`src/rtl/puf_ctrl_pkg.sv`:
```
// Shared types and constants for the PUF challenge driver: FSM state encoding,
// default LFSR feedback mask and seed, and the evaluation bit-period helper.
package puf_ctrl_pkg;

  typedef enum logic [2:0] {
    StIdle,
    StClear,
    StArm,
    StLaunch,
    StSettle,
    StSample,
    StNext,
    StOutput
  } puf_state_e;

  localparam logic [31:0] DefLfsrTaps = 32'h8020_0003;
  localparam logic [31:0] DefSeed     = 32'h0000_0001;

  // Cycles spent on one response bit; evals is 3 with majority voting, else 1.
  function automatic int unsigned bit_period(input int unsigned clr_cycles,
                                             input int unsigned settle_cycles,
                                             input int unsigned evals);
    return evals * (clr_cycles + 3 + settle_cycles);
  endfunction

endpackage

```
`src/rtl/lfsr_challenge_gen.sv`:
```
// Galois LFSR producing PUF challenges; a zero load value is replaced by 1 so
// the register can never lock up in the all-zero state.
module lfsr_challenge_gen
  import puf_ctrl_pkg::*;
#(
  parameter int unsigned       Width     = 32,
  parameter logic [Width-1:0] Taps      = Width'(DefLfsrTaps),
  parameter logic [Width-1:0] ResetSeed = Width'(DefSeed)
) (
  input  logic             clk_i,
  input  logic             clr_ni,
  input  logic             load_i,
  input  logic [Width-1:0] seed_i,
  input  logic             step_i,
  output logic [Width-1:0] state_o
);

  logic [Width-1:0] state_q, state_d;

  always_comb begin
    state_d = state_q;
    if (load_i) begin
      state_d = (seed_i == '0) ? Width'(1) : seed_i;
    end else if (step_i) begin
      state_d = (state_q >> 1) ^ (state_q[0] ? Taps : '0);
    end
  end

  always_ff @(posedge clk_i or negedge clr_ni) begin
    if (!clr_ni) begin
      state_q <= ResetSeed;
    end else begin
      state_q <= state_d;
    end
  end

  assign state_o = state_q;

endmodule

```
`src/rtl/puf_challenge_driver.sv`:
```
// Sequences clear/launch/settle/sample for each PUF challenge and packs a batch
// of responses for a valid/ready consumer. MAJORITY_VOTE_EN: 3 evals per bit.
module puf_challenge_driver
  import puf_ctrl_pkg::*;
#(
  parameter int unsigned      CH_W          = 32,
  parameter int unsigned      N_RESP        = 32,
  parameter int unsigned      SETTLE_CYCLES = 8,
  parameter int unsigned      CLR_CYCLES    = 2,
  parameter logic [CH_W-1:0] LFSR_TAPS     = CH_W'(DefLfsrTaps),
  parameter logic [CH_W-1:0] DEF_SEED      = CH_W'(DefSeed)
) (
  input  logic              clk_i,
  input  logic              clr_ni,
  input  logic              start_i,
  input  logic              seed_load_i,
  input  logic [CH_W-1:0]   seed_i,
  output logic              puf_clk_o,
  output logic              puf_clr_o,
  output logic [CH_W-1:0]   puf_chal_o,
  input  logic              puf_resp_i,
  output logic              resp_valid_o,
  input  logic              resp_ready_i,
  output logic [N_RESP-1:0] resp_data_o,
  output logic              busy_o,
  output logic              done_o
);

  localparam int unsigned CntW   = (N_RESP > 1) ? $clog2(N_RESP) : 1;
  localparam int unsigned CycMax = (CLR_CYCLES > SETTLE_CYCLES) ? CLR_CYCLES : SETTLE_CYCLES;
  localparam int unsigned CycW   = $clog2(CycMax + 1);

  localparam logic [CntW-1:0] LastBit     = CntW'(N_RESP - 1);
  localparam logic [CycW-1:0] ClrLoad     = CycW'(CLR_CYCLES - 1);
  // NEXT already counts as the first clear cycle.
  localparam logic [CycW-1:0] ClrNextLoad = CycW'((CLR_CYCLES > 1) ? CLR_CYCLES - 2 : 0);
  localparam logic [CycW-1:0] SettleLoad  = CycW'(SETTLE_CYCLES - 1);

  puf_state_e        state_q, state_d;
  logic [CycW-1:0]   cyc_q, cyc_d;
  logic [CntW-1:0]   bit_q, bit_d;
  logic [N_RESP-1:0] data_q, data_d;
  logic              done_q, done_d;
  logic              puf_clk_q, puf_clk_d;
  logic              puf_clr_q, puf_clr_d;
  logic [1:0]        sync_q;
  logic              sample_bit;
  logic              bit_done;
  logic              lfsr_load, lfsr_step;
  logic [CH_W-1:0]   lfsr_state;

`ifdef MAJORITY_VOTE_EN
  logic [1:0] rep_q, rep_d;
  logic [1:0] votes_q, votes_d;
`endif

  assign sample_bit = sync_q[1];

  lfsr_challenge_gen #(
    .Width     (CH_W),
    .Taps      (LFSR_TAPS),
    .ResetSeed (DEF_SEED)
  ) u_lfsr (
    .clk_i   (clk_i),
    .clr_ni  (clr_ni),
    .load_i  (lfsr_load),
    .seed_i  (seed_i),
    .step_i  (lfsr_step),
    .state_o (lfsr_state)
  );

  always_comb begin
    state_d   = state_q;
    cyc_d     = cyc_q;
    bit_d     = bit_q;
    data_d    = data_q;
    done_d    = 1'b0;
    lfsr_load = 1'b0;
    lfsr_step = 1'b0;
    bit_done  = 1'b0;
`ifdef MAJORITY_VOTE_EN
    rep_d     = rep_q;
    votes_d   = votes_q;
`endif

    unique case (state_q)
      StIdle: begin
        lfsr_load = seed_load_i;
        if (start_i) begin
          state_d = StClear;
          cyc_d   = ClrLoad;
        end
      end
      StClear: begin
        if (cyc_q == '0) begin
          state_d = StArm;
        end else begin
          cyc_d = cyc_q - CycW'(1);
        end
      end
      StArm: begin
        state_d = StLaunch;
      end
      StLaunch: begin
        state_d = StSettle;
        cyc_d   = SettleLoad;
      end
      StSettle: begin
        if (cyc_q == '0) begin
          state_d = StSample;
        end else begin
          cyc_d = cyc_q - CycW'(1);
        end
      end
      StSample: begin
`ifdef MAJORITY_VOTE_EN
        if (rep_q != 2'd2) begin
          rep_d   = rep_q + 2'd1;
          votes_d = votes_q + {1'b0, sample_bit};
          state_d = StClear;
          cyc_d   = ClrLoad;
        end else begin
          // Majority of three: two earlier ones, or one earlier one plus this sample.
          data_d[bit_q] = votes_q[1] | (votes_q[0] & sample_bit);
          rep_d         = '0;
          votes_d       = '0;
          bit_done      = 1'b1;
        end
`else
        data_d[bit_q] = sample_bit;
        bit_done      = 1'b1;
`endif
      end
      StNext: begin
        state_d = (CLR_CYCLES > 1) ? StClear : StArm;
        cyc_d   = ClrNextLoad;
        bit_d   = bit_q + CntW'(1);
      end
      StOutput: begin
        if (resp_ready_i) begin
          state_d   = StIdle;
          done_d    = 1'b1;
          bit_d     = '0;
          lfsr_step = 1'b1;
        end
      end
      default: state_d = StIdle;
    endcase

    // Step on the SAMPLE->NEXT edge so the new challenge is in place for all clear cycles.
    if (bit_done) begin
      if (bit_q == LastBit) begin
        state_d = StOutput;
      end else begin
        state_d   = StNext;
        lfsr_step = 1'b1;
      end
    end

    puf_clk_d = (state_d == StLaunch) || (state_d == StSettle);
    puf_clr_d = !((state_d == StArm) || (state_d == StLaunch) || (state_d == StSettle));
  end

  always_ff @(posedge clk_i or negedge clr_ni) begin
    if (!clr_ni) begin
      state_q   <= StIdle;
      cyc_q     <= '0;
      bit_q     <= '0;
      data_q    <= '0;
      done_q    <= 1'b0;
      puf_clk_q <= 1'b0;
      puf_clr_q <= 1'b1;
      sync_q    <= '0;
    end else begin
      state_q   <= state_d;
      cyc_q     <= cyc_d;
      bit_q     <= bit_d;
      data_q    <= data_d;
      done_q    <= done_d;
      puf_clk_q <= puf_clk_d;
      puf_clr_q <= puf_clr_d;
      sync_q    <= {sync_q[0], puf_resp_i};
    end
  end

`ifdef MAJORITY_VOTE_EN
  always_ff @(posedge clk_i or negedge clr_ni) begin
    if (!clr_ni) begin
      rep_q   <= '0;
      votes_q <= '0;
    end else begin
      rep_q   <= rep_d;
      votes_q <= votes_d;
    end
  end
`endif

  assign puf_clk_o    = puf_clk_q;
  assign puf_clr_o    = puf_clr_q;
  assign puf_chal_o   = lfsr_state;
  assign resp_valid_o = (state_q == StOutput);
  assign resp_data_o  = data_q;
  assign busy_o       = (state_q != StIdle);
  assign done_o       = done_q;

endmodule

```
`config.mk`:
```
export PLATFORM = sky130hd
export DESIGN_NAME = puf_challenge_driver
export DESIGN_NICKNAME = d
export VERILOG_FILES = /design/src/rtl/puf_ctrl_pkg.sv /design/src/rtl/lfsr_challenge_gen.sv /design/src/rtl/puf_challenge_driver.sv
export SDC_FILE = /design/constraint.sdc
export NUM_CORES = 1
export LEC_CHECK = 0
export ABC_CLOCK_PERIOD_IN_PS = 3200
export CAP_MARGIN = 20
export CORE_AREA = 8 8 99 123
export DETAILED_ROUTE_END_ITERATION = 16
export DIE_AREA = 0 0 107 131
export HOLD_SLACK_MARGIN = 0.05
export PLACE_DENSITY = 0.77
export SETUP_SLACK_MARGIN = 0.4
export SLEW_MARGIN = 20
export SYNTH_ARGS = -nofsm -noshare
export SYNTH_HDL_FRONTEND = slang
export SYNTH_SLANG_ARGS = --single-unit
```
`constraint.sdc`:
```
create_clock -name clk_i -period 3.2 [get_ports clk_i]
set_input_delay 0.64 -clock clk_i [delete_from_list [all_inputs] [get_ports clk_i]]
set_output_delay 0.64 -clock clk_i [all_outputs]
set_load 0.005 [all_outputs]
```
==> results_dict.tcl <==
set metrics [dict create \
    tns_ns 0 \
    final_common_cell "clkdlybuf4s50_1" \
    core_um2 10400 \
    viasPerCell 5.16 \
    status "completed" \
    start_util_pct 38.7 \
    clock_skew_ns 0.00664 \
    synthArstFlopShare_pct 100 \
    drc 0 \
    min_period_ns 2.52 \
    final_antenna_net_count 0 \
    peakVddDrop_v 0.000406 \
    critPathTopFamily "flip-flops" \
    tightest_slew_ns 0.811 \
    crit_chain "and3_1, clkdlybuf4s50_1" \
    worstHoldPathType "in2async" \
    combPwrFrac_pct 42.3 \
    crit_path_end_kind "output pin" \
    post-dp-hpwl_um 7410 \
    power.density_nw_per_um2 902 \
    portBuffers 106 \
    cts_root_buf "clkbuf_16" \
    nets 527 \
    fillCellCount 945 \
    routedWlPerCell_um 16.1 \
    die_w_um 107 \
    avgSynthCellArea_um2 10.4 \
    core.rowCount 42 \
    rsz0062_at_grt "false" \
    worst-path-buf-inv 1 \
    start_kind "flop" \
    netlist_instances 386 \
    syn_nets 431 \
    clkLatencyLatePin_ns 0.34 \
    hold_viol 0 \
    clock-sinks 81 \
    intPower_mw 3.12 \
    yosys.cell_types.count 46 \
    p_sw_mw 1.76 \
    instances_no_fill 619 \
    antenna_found_initial 0 \
    ys_ff_latch 81 \
    post_cts_buffers 0 \
    p_leak_nw 2.27 \
    syn_area_um2 4010 \
    vias 3197 \
    hold_buffers 0 \
    dp_cells 603 \
    ys.warnings.count 0 \
    hold_slack_ns 0.333 \
    grt_usage_pct 14.6 \
    layout_common_cells "clkdlybuf4s50_1 (105), dfrtp_1 (79), nand2_1 (61)" \
    arrival_ns 1.88 \
    worst-setup-path-type "reg2out" \
    slowest_stage "dfrtp_1" \
    gp_congestion 0.822 \
    fin_util_pct 52.3 \
    p_clk_share_pct 19.7 \
    power.total_mw 4.88 \
    grt_pass1_vias 3350 \
    cap_violations 0 \
    overflow 0 \
    synth_edf_count 0 \
    postRouteWirelength_um 9950 \
    clockBufferDepth 2 \
    clk_pin_slew_worst_paths_ns 0.06 \
    max_slew_margin_pct 46.0 \
    critical_path.max_stage_delay_ns 0.77 \
    antenna_cells 0 \
    swShare_pct 36.1 \
    first_pass_iters 6 \
    setup_viol 0 \
    synthFlopType "dfrtp_1" \
    die_area_um2 14000 \
    drive_above_1_share_pct 11.7 \
    grt_pass1_wl_um 16500 \
    drv_slew 0 \
    regArea_um2 2030 \
    grt_max_degree 82 \
    max_freq_ghz 0.396 \
    fp.dieH_um 131 \
    drt-initial-drc-count 127 \
    post-route-period-util_pct 78.9 \
    cts-buffers-inserted 9 \
    cts_tree "built" \
    pwr-share-seq_pct 38.0 \
    worstPathMaxFanout 25 \
    synth_seq_area_share_pct 50.6 \
    h-tree-depth 3 \
    boundaryPins 107 \
    syn2layout_area_growth_pct 35.0 \
    cts-resized-gates 0 \
    multi_input_area_um2 1820 \
    cp_data_required_time_ns 2.56 \
]
flip-flops by register name, indices dropped and copies added (netlist names):
name,cells
resp_data_o,32
puf_clr_o,1
state_q,3
puf_clk_o,1
done_o,1
bit_q,5
sync_q,2
u_lfsr.state_o,32
cyc_q,4
cells in the mapped netlist (2+ instances only):
| master | n | area [um^2] |
|---|---|---|
| o21bai_1 | 2 | 15.0 |
| mux2_2 | 32 | 360 |
| or3_1 | 2 | 12.5 |
| mux2i_1 | 33 | 330 |
| ha_1 | 7 | 87.6 |
| nand2_1 | 61 | 229 |
| buf_4 | 2 | 15.0 |
| nor3b_1 | 5 | 37.5 |
| clkbuf_1 | 12 | 45.0 |
| nand2_2 | 2 | 12.5 |
| nor3_1 | 6 | 30.0 |
| inv_1 | 9 | 33.8 |
| and3_1 | 3 | 18.8 |
| buf_6 | 3 | 33.8 |
| a31oi_1 | 4 | 25.0 |
| o22ai_1 | 2 | 12.5 |
| dfstp_2 | 2 | 52.6 |
| o21ai_0 | 8 | 40.0 |
| nand3b_1 | 3 | 22.5 |
| nand3_1 | 5 | 25.0 |
| a21o_1 | 3 | 22.5 |
| o21ai_1 | 29 | 145 |
| xor2_1 | 2 | 17.5 |
| nor4_1 | 8 | 50.1 |
| nor2b_1 | 3 | 18.8 |
| a2bb2oi_1 | 2 | 17.5 |
| nand2b_1 | 3 | 18.8 |
| and2_1 | 4 | 25.0 |
| a21oi_1 | 7 | 35.0 |
| dfrtp_1 | 79 | 1980 |
| buf_2 | 3 | 15.0 |
| buf_1 | 2 | 7.51 |
| nor2_1 | 23 | 86.3 |
| a22o_1 | 2 | 17.5 |
| and4_1 | 2 | 17.5 |
logic make-up after synthesis:
logic type                 count (synthesis)  share of synthesized area [%]
AOI/OAI and AO/OA                         64                           9.52
buffers and inverters                     32                           3.87
DFF                                       81                           50.6
and+or+nand+nor                          134                           15.8
muxes                                     66                           17.5
xor gates and xnor gates                   2                          0.437
adders and majority gates                  7                           2.19
metrics by stage:
stage	area (um^2)	setup WS, ns
2_1_floorplan	4010	1.19
3_3_place_gp	5130	0.822
3_5_place_dp	5130	0.750
4_1_cts	5410	0.667
5_1_grt	5410	0.592
6_report	5410	0.676
cell type report:
class,count,share of cell area (%)
Sequential cell,81,37.5
Multi-Input combinational cell,273,33.7
Timing Repair Buffer,108,19.9
Clock buffer,9,4.16
Tap cell,132,3.05
Clock inverter,7,1.02
Inverter,9,0.624
worst paths after layout:
| check | startpoint | endpoint | slack [ns] | depth (start not counted) |
|---|---|---|---|---|
| max reg2reg | bit_q[1]$_DFFE_PN0P_ | u_lfsr.state_o[15]$_DFFE_PN0P_ | 0.81 | 8 |
| max | state_q[2]$_DFF_PN0_ | resp_valid_o | 0.68 | 2 |
| max in group asynchronous | clr_ni | cyc_q[2]$_DFFE_PN0P_ | 2.34 | 1 |
| min | clr_ni | resp_data_o[11]$_DFFE_PN0P_ | 0.33 | 1 |
| min reg2reg | sync_q[0]$_DFF_PN0_ | sync_q[1]$_DFF_PN0_ | 0.35 | 0 |
| min in group clk_i | sync_q[0]$_DFF_PN0_ | sync_q[1]$_DFF_PN0_ | 0.35 | 0 |
metal layers:
| metal | part of all wire (%) | GRT usage, % | wire, um | up-vias |
|---|---|---|---|---|
| met4 | 1.6 | 5.23 | 155 | 0 |
| li1 | - | - | - | 1545 |
| met3 | 8.0 | 5.94 | 796 | 11 |
| met1 | 41 | 16.4 | 4070 | 1533 |
| met2 | 50 | 24.6 | 4930 | 108 |
| met5 | 0 | 0 | 0 | - |
power by group through the flow:
stage	Clock [mW]	Sequential (mW)	Combinational, mW
2_1_floorplan	0	1.69	1.32
3_3_place_gp	0	1.84	2.00
3_5_place_dp	0	1.86	2.10
4_1_cts	0.990	1.85	2.10
5_1_grt	1.04	1.91	2.29
6_report	0.963	1.85	2.06
Note: power is estimated with default switching activity, not from simulation.
